===== src/rtl/cpu_pkg.sv =====
// Shared constants for the multicycle CPU: operand sizing, mult/div FSM states
// and the control-unit opcode/funct codes.
package cpu_pkg;

    localparam int DATA_W = 32;
    localparam int ITER   = 32;

    typedef enum logic [1:0] {
        IDLE   = 2'd0,
        MULT   = 2'd1,
        DIV    = 2'd2,
        FINISH = 2'd3
    } md_state_t;

    localparam logic [5:0] OP_RTYPE   = 6'h00;
    localparam logic [5:0] FUNCT_MFHI = 6'h10;
    localparam logic [5:0] FUNCT_MFLO = 6'h12;
    localparam logic [5:0] FUNCT_MULT = 6'h18;
    localparam logic [5:0] FUNCT_DIV  = 6'h1A;

endpackage


===== src/rtl/mult_div_unit_div_core.sv =====
// Restoring divider on operand magnitudes, one quotient bit per step, with
// truncating-division sign correction applied to the outputs.
module div_core #(
    parameter int DATA_W = cpu_pkg::DATA_W
) (
    input  logic              clk,
    input  logic              reset,
    input  logic              load,
    input  logic              step,
    input  logic [DATA_W-1:0] a,
    input  logic [DATA_W-1:0] b,
    output logic [DATA_W-1:0] quotient,
    output logic [DATA_W-1:0] remainder
);

    logic [DATA_W-1:0] rem;
    logic [DATA_W-1:0] quo;
    logic [DATA_W-1:0] dvsr;
    logic              neg_q;
    logic              neg_r;
    logic [DATA_W:0]   shifted;
    logic [DATA_W:0]   trial;
    logic              fits;

    // 0x80000000 maps to itself, which is the correct unsigned magnitude.
    function automatic logic [DATA_W-1:0] mag(input logic [DATA_W-1:0] v);
        return v[DATA_W-1] ? (~v + 1'b1) : v;
    endfunction

    always_comb begin
        shifted = {rem, quo[DATA_W-1]};
        trial   = shifted - {1'b0, dvsr};
        fits    = (shifted >= {1'b0, dvsr});
    end

    always_ff @(posedge clk or negedge reset) begin
        if (!reset) begin
            rem   <= '0;
            quo   <= '0;
            dvsr  <= '0;
            neg_q <= 1'b0;
            neg_r <= 1'b0;
        end else if (load) begin
            rem   <= '0;
            quo   <= mag(a);
            dvsr  <= mag(b);
            neg_q <= a[DATA_W-1] ^ b[DATA_W-1];
            neg_r <= a[DATA_W-1];
        end else if (step) begin
            rem <= fits ? trial[DATA_W-1:0] : shifted[DATA_W-1:0];
            quo <= {quo[DATA_W-2:0], fits};
        end
    end

    always_comb begin
        quotient  = neg_q ? (~quo + 1'b1) : quo;
        remainder = neg_r ? (~rem + 1'b1) : rem;
    end

endmodule


===== src/rtl/mult_div_unit.sv =====
// Multicycle signed multiply (radix-2 Booth, inline) / divide (div_core) unit
// producing HI/LO for MFHI/MFLO with done and divide-by-zero pulses.
module mult_div_unit #(
    parameter int DATA_W = cpu_pkg::DATA_W,
    parameter int ITER   = cpu_pkg::ITER
) (
    input  logic              clk,
    input  logic              reset,
    input  logic              initMult,
    input  logic              initDiv,
    input  logic [DATA_W-1:0] Ain,
    input  logic [DATA_W-1:0] Bin,
    output logic [DATA_W-1:0] HI,
    output logic [DATA_W-1:0] LO,
    output logic              busy,
    output logic              done,
    output logic              divZero
);

    import cpu_pkg::*;

    localparam int CNT_W = $clog2(ITER);

    md_state_t         state, state_nx;
    logic [CNT_W-1:0]  count;
    logic              is_div;
    logic              start_mult;
    logic              start_div;
    logic              div_zero_req;
    logic              last_step;

    // Accumulator carries one guard bit so subtracting a -2^31 multiplicand
    // cannot overflow; the 64-bit product is still {acc[31:0], mplier}.
    logic [DATA_W:0]   acc;
    logic [DATA_W:0]   acc_sum;
    logic [DATA_W-1:0] mplier;
    logic [DATA_W-1:0] mcand;
    logic              q_m1;

    logic [DATA_W-1:0] div_quo;
    logic [DATA_W-1:0] div_rem;

    assign last_step = (count == CNT_W'(ITER - 1));
    assign busy      = (state != IDLE);

    always_ff @(posedge clk or negedge reset) begin
        if (!reset) state <= IDLE;
        else        state <= state_nx;
    end

    always_comb begin
        state_nx     = state;
        start_mult   = 1'b0;
        start_div    = 1'b0;
        div_zero_req = 1'b0;
        case (state)
            IDLE: begin
                if (initMult) begin
                    start_mult = 1'b1;
                    state_nx   = MULT;
                end else if (initDiv) begin
                    if (Bin != '0) begin
                        start_div = 1'b1;
                        state_nx  = DIV;
                    end else begin
                        div_zero_req = 1'b1;
                    end
                end
            end
            MULT, DIV: if (last_step) state_nx = FINISH;
            FINISH:    state_nx = IDLE;
            default:   state_nx = IDLE;
        endcase
    end

    always_comb begin
        case ({mplier[0], q_m1})
            2'b01:   acc_sum = acc + {mcand[DATA_W-1], mcand};
            2'b10:   acc_sum = acc - {mcand[DATA_W-1], mcand};
            default: acc_sum = acc;
        endcase
    end

    always_ff @(posedge clk or negedge reset) begin
        if (!reset) begin
            count   <= '0;
            is_div  <= 1'b0;
            acc     <= '0;
            mplier  <= '0;
            mcand   <= '0;
            q_m1    <= 1'b0;
            HI      <= '0;
            LO      <= '0;
            done    <= 1'b0;
            divZero <= 1'b0;
        end else begin
            done    <= 1'b0;
            divZero <= div_zero_req;
            if (start_mult || start_div) begin
                count  <= '0;
                is_div <= start_div;
            end else if (state == MULT || state == DIV) begin
                count <= count + 1'b1;
            end
            if (start_mult) begin
                acc    <= '0;
                mplier <= Bin;
                mcand  <= Ain;
                q_m1   <= 1'b0;
            end else if (state == MULT) begin
                {acc, mplier, q_m1} <= {acc_sum[DATA_W], acc_sum, mplier};
            end
            if (state == FINISH) begin
                done <= 1'b1;
                HI   <= is_div ? div_rem : acc[DATA_W-1:0];
                LO   <= is_div ? div_quo : mplier;
            end
        end
    end

    div_core #(.DATA_W(DATA_W)) u_div_core (
        .clk       (clk),
        .reset     (reset),
        .load      (start_div),
        .step      (state == DIV),
        .a         (Ain),
        .b         (Bin),
        .quotient  (div_quo),
        .remainder (div_rem)
    );

endmodule

===== config.mk =====
export PLATFORM = sky130hd
export DESIGN_NAME = mult_div_unit
export DESIGN_NICKNAME = d
export VERILOG_FILES = /design/src/rtl/cpu_pkg.sv /design/src/rtl/mult_div_unit_div_core.sv /design/src/rtl/mult_div_unit.sv
export SDC_FILE = /design/constraint.sdc
export NUM_CORES = 1
export LEC_CHECK = 0
export CAP_MARGIN = 20
export CORE_ASPECT_RATIO = 0.9
export CORE_MARGIN = 1
export CORE_UTILIZATION = 65
export DETAILED_ROUTE_END_ITERATION = 10
export PLACE_DENSITY = 0.95
export SLEW_MARGIN = 20
export SYNTH_ARGS = -nofsm -noshare
export SYNTH_HDL_FRONTEND = slang
export SYNTH_SLANG_ARGS = --single-unit

===== constraint.sdc =====
create_clock -name clk -period 10.8 [get_ports clk]
set_input_delay 3.24 -clock clk [delete_from_list [all_inputs] [get_ports clk]]
set_output_delay 3.24 -clock clk [all_outputs]
set_load 0.005 [all_outputs]

==> results of run 1 <==
-- per-layer routing --
metal / vias to the layer above / share of wire [%]
met5: - / 0
met4: 0 / 5.1
met3: 221 / 9.1
met2: 991 / 46
met1: 8181 / 40
li1: 7812 / -
-- power by group through the flow --
stage	registers (µW)	logic, µW	clock network, µW
after detailed placement	2080	4930	0
after CTS	2070	5010	1180
after floorplan	1850	3750	0
after global placement	2040	4730	0
after global routing	2150	5610	1230
final	2100	5130	1180
-- cell usage after synthesis (4+ instances only) --
cell and instances:
ha_1 76, o211ai_1 24, buf_2 9, inv_1 67
a21boi_0 5, nand2b_1 18, nor2_1 216, o21ai_0 186
a211oi_1 9, nor2b_1 19, nand3b_1 7, and3_1 8
buf_4 6, or3_1 18, and2_1 4, o41ai_1 12
a21o_1 43, mux2i_1 90, xor2_1 97, nand3_1 25
mux2_2 62, a21oi_1 250, o21bai_1 9, xnor2_1 106
o31ai_1 39, nor3_1 24, buf_1 11, clkbuf_1 97
o31a_1 5, nand4_1 9, or4_1 23, a31oi_1 19
nand2_1 254, o21a_1 8, a211o_1 4, nor4_1 12
dfrtp_1 269
-- cells in the final DEF (no fill, tap or decap), types with 12 or more instances in the layout --
master	Yosys	layout
dfrtp_1	269	268
nand2_1	254	254
a21oi_1	250	250
nor2_1	216	216
o21ai_0	186	186
clkdlybuf4s50_1	0	133
xnor2_1	106	106
xor2_1	97	97
mux2i_1	90	90
ha_1	76	73
inv_1	67	67
mux2_2	62	62
a21o_1	43	43
o31ai_1	39	39
clkbuf_16	0	30
nand3_1	25	25
nor3_1	24	24
o211ai_1	24	24
or4_1	23	23
nor2b_1	19	19
a31oi_1	19	19
or3_1	18	18
nand2b_1	18	18
nor4_1	12	12
o41ai_1	12	12
buf_4	6	12
-- sequential cells by signal (all words and copies together) (netlist names) --
name and count:
count 5, u_div_core.dvsr 32, state 2, acc 32, mplier 32, divZero 1
q_m1 1, u_div_core.quo 32, HI 32, done 1, LO 32, u_div_core.neg_r 1
u_div_core.neg_q 1, u_div_core.rem 32, is_div 1, mcand 32
-- critical path, cell delays in order --
cell and delay (ns):
clkdlybuf4s50_1 0.48, or4_1 0.60, or3_1 0.34, or3_4 0.42, or4_4 0.51, or4_4 0.53, nand3_4 0.34, buf_4 0.62
nor2_1 0.19, a21oi_1 0.27
-- area by class of cell --
class / count / area (µm²) / area share (%)
antenna: 1 / 2.50 / 0.0118
clock buffer: 41 / 872 / 4.12
clock inverter: 14 / 284 / 1.34
inverter: 67 / 251 / 1.19
multi-input combinational: 1725 / 11100 / 52.4
sequential: 269 / 6740 / 31.8
tap: 360 / 450 / 2.13
timing repair buffer: 148 / 1480 / 7.01
-- cells by family after synthesis --
group | Yosys count
AOI/OAI and AO/OA | 635
and+or+nand+nor | 657
DFF | 269
adders and majority gates | 78
muxes | 152
buffers and inverters | 191
xor gates and xnor gates | 203
-- worst max-delay path by stage --
stage | end | depth (start not counted) | startpoint | slack (ns)
finish | u_div_core.quo[11] | 10 | Bin[16] | 3.70
global route | count[2] | 12 | Bin[0] | 3.55
CTS | u_div_core.quo[11] | 10 | Bin[16] | 3.78
detailed placement | state[1] | 10 | Bin[16] | 3.23
global placement | state[1] | 10 | Bin[16] | 3.31
floorplan | state[1] | 10 | Bin[16] | 4.57
-- through the flow --
stage | utilization [%] | instance area [µm²] | hold WS, ns
6_report | 75.6 | 21200 | 0.482
5_1_grt | 75.6 | 21200 | 0.522
2_1_floorplan | - | 18500 | 0.449
4_1_cts | 75.5 | 21100 | 0.490
3_5_place_dp | 71.3 | 20000 | 0.477
3_3_place_gp | 71.3 | 20000 | 0.465
==> results.md, run 1 <==
- Hold EP: u_div_core.dvsr[8]
- Vias: 17205
- Setup slack after layout: 3.70 ns
- Clk slew on worst S/H paths: 0.06 ns
- Cell count after synthesis: 2185
- Vias in the first global route: 16417
- Async SR Flop Fraction: 100%
- WHS Path Cells: 2
- Fin crit share: 65.8%
- Core area: 0.0280 mm²
- Maximum root-to-sink buffer count: 3
- First-pass detailed-route iteration total: 9
- Startpoint Class: input port
- Int Pwr: 4410 µW
- Post-Synth Adder-Cell Area: 5.35%
- Fin. Hold Viols: 0
- WL/cell: 20.9 µm
- R2r endpoint: acc[31]
- Filler instances: 1888
- Leakage: 0.00915 µW
- DR vias/cell: 6.55
- Io pins: 135
- GRT Util Overall: 37.0%
- Combinational Power Share: 60.9%
- Violated checks: design-rule violations
- First-pass GRT wire length: 86.4 mm
- Die X: 180 µm
- Initial antenna violation count: 1
- Post-Syn Nets: 2331
- Max Freq: 141 MHz
- Top cell type's share of synthesized area: 36.3%
- Netlist cell types: 64
- Rel. slew slack: 23.6%
- Gr ovfl total: 0
- Area growth syn-to-layout: 14.2%
- FF+latch count, synth: 269
- CTS resizes: 0
- DR iter-0 viols: 2102
- Warnings from Yosys: 0
- Post-synthesis sequential area ratio: 36.3%
- # port buffers: 134
- Residual DRC count: 14
- # hold bufs at CTS: 0
- Multiplexer share of the synthesized area: 8.63%
- Area leader, netlist: dfrtp_1
- Peak VDD IR: 227 µV
- Main combinational cell family by area after synthesis: compound AO/OA/AOI/OAI gates
- Hold_sp: u_div_core.dvsr[8]
- Post-synthesis simple-gate area fraction: 16.0%
- Num Clock Sinks: 269
- Unrepaired setup endpoints after global routing: no
- Die area: 0.0292 mm²
- Most used routing layer: met2
- Switching Share: 47.5%
- Most used flip-flop cell after synthesis: dfrtp_1
- Met3 Use GR: 5.94%
- Starting Density: 66.1%
- Xor/xnor cell area share of the yosys netlist: 9.60%
- Max-cap check violation count: 0
- DP Wirelength: 38.8 mm
- Post-Layout Cell Count: 2625
- Total power: 8410 µW
- Final setup viols: 0
- Tightest Pin Transition: 1.15 ns
- Remaining antenna violation count after routing: 0
- Worst R2R Setup Slack: 5.30 ns
- Pre-CTS setup slack: 3.23 ns
- Hold Crit Class: reg2reg
- Clk_lat worst skew: 0.59 ns
- Required @ worst endpoint: 11.29 ns
- Synth area leaders: dfrtp_1, a21oi_1, nand2_1
- Setup Skew: 0.0348 ns
- Postcts setup bufs: 0
- WS Path Type: in2reg
- Met1 Usage GRT: 48.6%
- Compound-Gate Fraction of Synth Area: 20.0%
- R2R cell count: 15
- Fraction of layout cells with a size suffix above 1: 6.54%
- Power Density: 398 mW/mm²
- Synth Cell Area: 0.0185 mm²
- Setup tns final: 0 ns
- Placed cell count: 2568
- Routed WL: 54.9 mm
- Crit path time final: 7.10 ns
- H-tree Lvls: 1
- Status: finished with violations
- Max FO, Critical Path: 72
- Clock Power Share: 14.1%
- Root Driver: clkbuf_16
- Avg Cell Area, Syn: 8.48 µm²
- CTS tree: done
- CP endpoint kind: flip-flop
- Largest net degree at the start of global routing: 156
- Sequential Power Share: 25.0%
- Final Max Tran Viols: 0
- WP data arrival: 7.59 ns
- Die Ht: 162 µm
- Met2 Resource Use GR: 60.7%
- Placer Congestion: 0.974
- Reg2reg start: q_m1
- Site row count: 58
- Psw: 4000 µW
- TritonCTS Buffers: 30
- Final net count: 2387
- Number of synthesized flops with an enable pin: 0
Power figures use the tool's default switching activity.
==> run 2: changes to the inputs <==
Settings changed: CORE_UTILIZATION 65 to 54, PLACE_DENSITY 0.95 to 0.88.
Clock period 10.8 ns to 6.1 ns, I/O delays scaled along.
==> results.md, run 2 (synthesis gave the netlist of run 1 again) <==
- Tightest Pin Transition: 0.987 ns (-0.158 ns)
- Fraction of layout cells with a size suffix above 1: 6.45% (-0.091 points)
- First-pass detailed-route iteration total: 6 (-3)
- Routed WL: 53.3 mm (-2.9%)
- Commonest non-fill, non-tap cell in the layout: dfrtp_1
- DR iter-0 viols: 1580 (-25%)
- Postcts setup bufs: 0 (unchanged)
- Remaining antenna violation count after routing: 0 (unchanged)
- Rel. slew slack: 34.2% (+11 points)
- Max-cap check violation count: 0 (unchanged)
- Final setup viols: 0 (unchanged)
- Num Clock Sinks: 269 (unchanged)
- Site row count: 63 (+8.6%)
- Largest net degree at the start of global routing: 97 (-38%)
- # hold bufs at CTS: 0 (unchanged)
- Fin crit share: 87.6%
- Starting Density: 55.6% (-11 points)
- Clk_lat worst skew: 0.58 ns (about the same)
- Clk slew on worst S/H paths: 0.07 ns (about the same)
- WS Path Type: reg2reg
- Initial antenna violation count: 3 (+2)
- R2R cell count: 16 (+1)
- Hold Crit Class: reg2reg
- Vias in the first global route: 15686 (-4.5%)
- WL/cell: 19.6 µm (-6.4%)
- Io pins: 135 (unchanged)
- DR vias/cell: 6.18 (-5.8%)
- H-tree Lvls: 1 (unchanged)
- Leakage: 0.00911 µW (-0.50%)
- Setup slack after layout: 0.757 ns (-2.94 ns)
- CP endpoint kind: flip-flop
- Die area: 0.0351 mm² (+20%)
- Startpoint Class: flip-flop
- Root Driver: clkbuf_16
- Status: complete, no violations
- Die X: 197 µm (+9.6%)
- First-pass GRT wire length: 84.0 mm (-2.8%)
- WHS Path Cells: 2 (unchanged)
- CTS tree: done
- # port buffers: 134 (unchanged)
- GRT Util Overall: 30.1% (-6.9 points)
- Maximum root-to-sink buffer count: 3 (unchanged)
- Area growth syn-to-layout: 14.3% (about the same)
- Final Max Tran Viols: 0 (unchanged)
- Commonest cells after routing, fill and taps aside: dfrtp_1, nand2_1, a21oi_1
- Pre-CTS setup slack: 0.391 ns (-2.84 ns)
- CTS resizes: 0 (unchanged)
- Max Freq: 187 MHz
- Fin. Hold Viols: 0 (unchanged)
- Gr ovfl total: 0 (unchanged)
- Max FO, Critical Path: 5 (-93%)
- Setup tns final: 0 ns (unchanged)
- Power Density: 690 mW/mm² (+74%)
- Placer Congestion: 0.969 (-0.52%)
- Required @ worst endpoint: 6.60 ns (-4.69 ns)
- Die Ht: 178 µm (+9.6%)
- Crit path time final: 5.34 ns
- WP data arrival: 5.84 ns (-1.75 ns)
- TritonCTS Buffers: 29 (-3.3%)
- Vias: 16810 (-2.3%)
- Core area: 0.0333 mm² (+19%)
- Residual DRC count: 0 (-14)
- Setup Skew: 0.0211 ns (-0.0137 ns)
- Final net count: 2388 (+0.042%)
- Unrepaired setup endpoints after global routing: no
- DP Wirelength: 39.4 mm (+1.6%)
- Peak VDD IR: 385 µV (+70%)
## run 2: cell types whose count changed in the layout (fill, tap and decap cells not counted), sizes merged
| cell | delta |
|---|---|
| diode | +1 |
| clkinvlp | -1 |
| clkbuf | -1 |
| bufinv | -3 |
| clkinv | +2 |
| buf | +2 |
| inv | +2 |
## run 2: area by class of cell
class | instances | area (µm²)
multi-input cells | 1725 | 11100
clock buffers | 40 | 797
inverters | 67 | 251
flip-flops and latches | 269 | 6740
repair buffers | 150 | 1530
fillers | 2696 | 12200
diodes | 2 | 5.00
well taps | 455 | 569
clock inverters | 14 | 203
## run 2: worst max-delay path, stage by stage, from the launching register on
cell,delay (ns)
dfrtp_1,0.43
or3_1,0.44
or4_1,0.47
or3_1,0.44
nor4_1,0.19
nor2_1,0.08
xnor2_1,0.40
ha_1,0.29
nand3_1,0.13
o31ai_1,0.53
o211ai_1,0.31
o21ai_0,0.33
a31oi_1,0.12
buf_4,0.17
or4_1,0.51
a31o_2,0.26
a21oi_1,0.14
## run 2: report_power, final
group	switching, µW	internal, µW	leakage, µW
sequential	1090	2650	0.00326
clock	775	1090	0.000481
combinational	5130	3880	0.00537
## run 2: per-stage QoR
stage / std cells / util (%) / cell area (µm²) / hold WS (ns) / power (µW)
2_1_floorplan: 2185 / - / 18500 / 0.449 / 9920
5_1_grt: 2721 / 63.5 / 21200 / 0.524 / 15700
4_1_cts: 2719 / 63.4 / 21200 / 0.485 / 14400
3_5_place_dp: 2665 / 60.4 / 20200 / 0.472 / 12500
3_3_place_gp: 2665 / 60.4 / 20200 / 0.463 / 12100
6_report: 2722 / 63.5 / 21200 / 0.479 / 14600
## run 2: routing by layer
metal	global-route usage (%)	routed length, µm
met5	0	13
met4	10.0	1820
met3	3.76	3700
met2	48.8	24700
met1	41.6	23100
## run 2: worst paths after layout
path                                     start             endpoint  slack, ns
max                                   mcand[3]              acc[31]       0.76
max reg2reg                           mcand[3]              acc[31]       0.76
min                        u_div_core.dvsr[25]  u_div_core.dvsr[25]       0.48
min in group asynchronous                reset               LO[18]       1.20
min reg2reg                u_div_core.dvsr[25]  u_div_core.dvsr[25]       0.48
max in group asynchronous                reset  u_div_core.dvsr[10]       3.66
==> run 3: changes to the inputs <==
Settings changed: CORE_MARGIN 1 to not set, HOLD_SLACK_MARGIN set to 0.03.
==> results of run 3 <==
Same layout as run 2: the final DEF is identical, and so are final timing and power.
==> RTL edit, RTL diff (settings of run 2) <==
The output `divZero` loses its register stage (`divZero` becomes a continuous assignment).
--- a/src/rtl/mult_div_unit.sv
+++ b/src/rtl/mult_div_unit.sv
@@ -93,8 +93,6 @@
             LO      <= '0;
             done    <= 1'b0;
-            divZero <= 1'b0;
         end else begin
             done    <= 1'b0;
-            divZero <= div_zero_req;
             if (start_mult || start_div) begin
                 count  <= '0;
@@ -119,4 +117,6 @@
     end
 
+    assign divZero = div_zero_req;
+
     div_core #(.DATA_W(DATA_W)) u_div_core (
         .clk       (clk),
Formal check against the unedited RTL: not equivalent (Yosys sat finds a counterexample within 4 cycles, from zero or initial values and one cycle with reset low).
==> RTL edit against run 2 <==
- the flow now finishes with violations (negative setup slack)
- sequential cell count decreased by 1
- setup slack got worse by 0.86 ns
- die area decreased by 0.13%
- sequential power decreased by 2%
- synthesized area decreased by 0.14%
- power decreased by 0.66%
- final cell count increased by 1.7%
- register-to-register slack got worse by 0.08 ns
- sequential share of layout area decreased by 0.56 points
- worst hold slack improved by 0.0078 ns
- wire length decreased by 0.20%
- via count about the same
- design area increased by 1.4%
- count of clock-buffer cells in the layout decreased by 2
- largest cell class unchanged
- largest power group unchanged
- highest routed layer is now met4
==> RTL edit: results (changes against run 2) <==
r2r setup slk=0.68 ns (-0.08 ns); TNS Setup=-0.1016 ns (-0.1016 ns); # setup viols final=1 (+1); first-pass GRT wire length=84920 um (+1.1%); largest cells by area after synthesis=dfrtp_1 36%, a21oi_1 6.8%, nand2_1 5.2%, ha_1 5.1%, o21ai_0 5.0%; count of input and output buffers=134 (unchanged); post-detail-place hpwl=39430 um (+0.14%); CTS buffer count=30 (+3.4%); ys async rst share=100.0% (unchanged); VDD IR max=352.7 uV (-8.4%); Hold Path Origin=u_div_core.dvsr[8]; worst setup margin=-0.1016 ns (-0.8582 ns); Pleak=0.009336 uW (+2.5%); DR iter-0 viols=1594 (+0.89%); Avg WL per Cell=19.21 um (-1.8%); CP Data Arrival Time=4.37 ns (-1.47 ns); Antenna Cells=0 (-2); reg2reg path depth=15 (-1); clock skew=0.02051 ns (-0.0006201 ns); Avg Vias per Cell=6.072 (-1.7%); post-synthesis sequential area ratio=36.24% (-0.086 points); nets@finish=2435 (+2.0%); GP Congestion=0.9848 (+1.7%); ys flop type=dfrtp_1; syn nets=2330 (-0.043%); vias in the first global route=15970 (+1.8%); largest net degree at the start of global routing=122 (+26%); GRT Overall Usage=30.49% (+0.44 points); sink of the worst hold path=u_div_core.dvsr[8]; post-synth cell types=64 (unchanged); initial antenna violation count=0 (-3); Crit Path Max Fanout=2 (-3); layout cell share with drive strength beyond 1=8.997% (+2.6 points); worst rel slew slack=34.18% (about the same); clock transition at the registers of the reported paths=0.06 ns; Commonest cells post-synth=268 x dfrtp_1, 254 x nand2_1, 250 x a21oi_1, 216 x nor2_1, 186 x o21ai_0; outcome=complete, but fails checks; Hold Crit Class=reg2reg; failing checks=negative setup slack
==> RTL edit: cell types whose count changed after synthesis, sizes merged <==
cell,delta
dfrtp,-1
==> RTL edit: cells by family after synthesis <==
logic type      after synthesis  synth area share (%)
xor+xnor                    203                 9.608
simple gates                657                 16.01
fa+ha+maj                    78                 5.355
buf+inv                     191                 4.098
flops                       268                 36.24
compound gates              635                 20.04
mux                         152                 8.642
==> RTL edit: worst max-delay path by stage <==
stage	startpoint	to	slack, ns	cells after the start
4_1_cts	Bin[15]	divZero	-0.07	8
2_1_floorplan	Bin[16]	divZero	0.04	6
3_5_place_dp	Bin[16]	divZero	-0.99	8
5_1_grt	Bin[1]	divZero	-0.17	10
6_report	Bin[17]	divZero	-0.10	8
3_3_place_gp	Bin[16]	divZero	-0.95	8
==> RTL edit: per-layer routing <==
| layer | up-vias | global-route usage [%] | share of wire [%] |
|---|---|---|---|
| met5 | - | 0 | 0 |
| met4 | 0 | 10.56 | 3.4 |
| met1 | 8115 | 42.13 | 43 |
| li1 | 7921 | - | - |
| met3 | 123 | 4.238 | 6.8 |
| met2 | 643 | 49.13 | 46 |
==> RTL edit: power by group <==
group / switching (uW) / internal [uW]
clock: 772 / 1090
combinational: 5100 / 3880
sequential: 1030 / 2640
==> RTL edit: stage by stage <==
stage	setup slack (ns)	cell area [um^2]	hold WS [ns]	power [uW]	std cells
2_1_floorplan	0.03580	18500	0.4485	9916	2184
3_5_place_dp	-0.9933	20440	0.4755	12430	2709
4_1_cts	-0.07026	21480	0.4887	14370	2767
3_3_place_gp	-0.9540	20440	0.4654	12070	2709
5_1_grt	-0.1678	21480	0.5136	15640	2767
6_report	-0.1016	21480	0.4868	14510	2767
==> RTL edit: critical path, stage by stage <==
cell	delay, ns
buf_2	0.11
or4_4	0.52
or3_4	0.41
or3_4	0.34
or4_4	0.44
or4_4	0.49
nor2_2	0.11
buf_2	0.12
==> RTL edit: timing repair <==
action                                  CTS  global route
pin swaps                                 6             0
endpoints found under the hold margin     0             0
buffers inserted                          3             0
endpoints found under the setup margin    1             1
cloned                                    0             0
resized for setup                        25             0
==> RTL edit: layout make-up <==
cell class | instances | area (um^2)
inverters | 67 | 251.5
clock inverters | 17 | 180.2
flip-flops and latches | 268 | 6710
multi-input cells | 1725 | 11110
repair buffers | 197 | 1833
fillers | 2689 | 11860
well taps | 455 | 569.3
clock buffers | 38 | 830.8
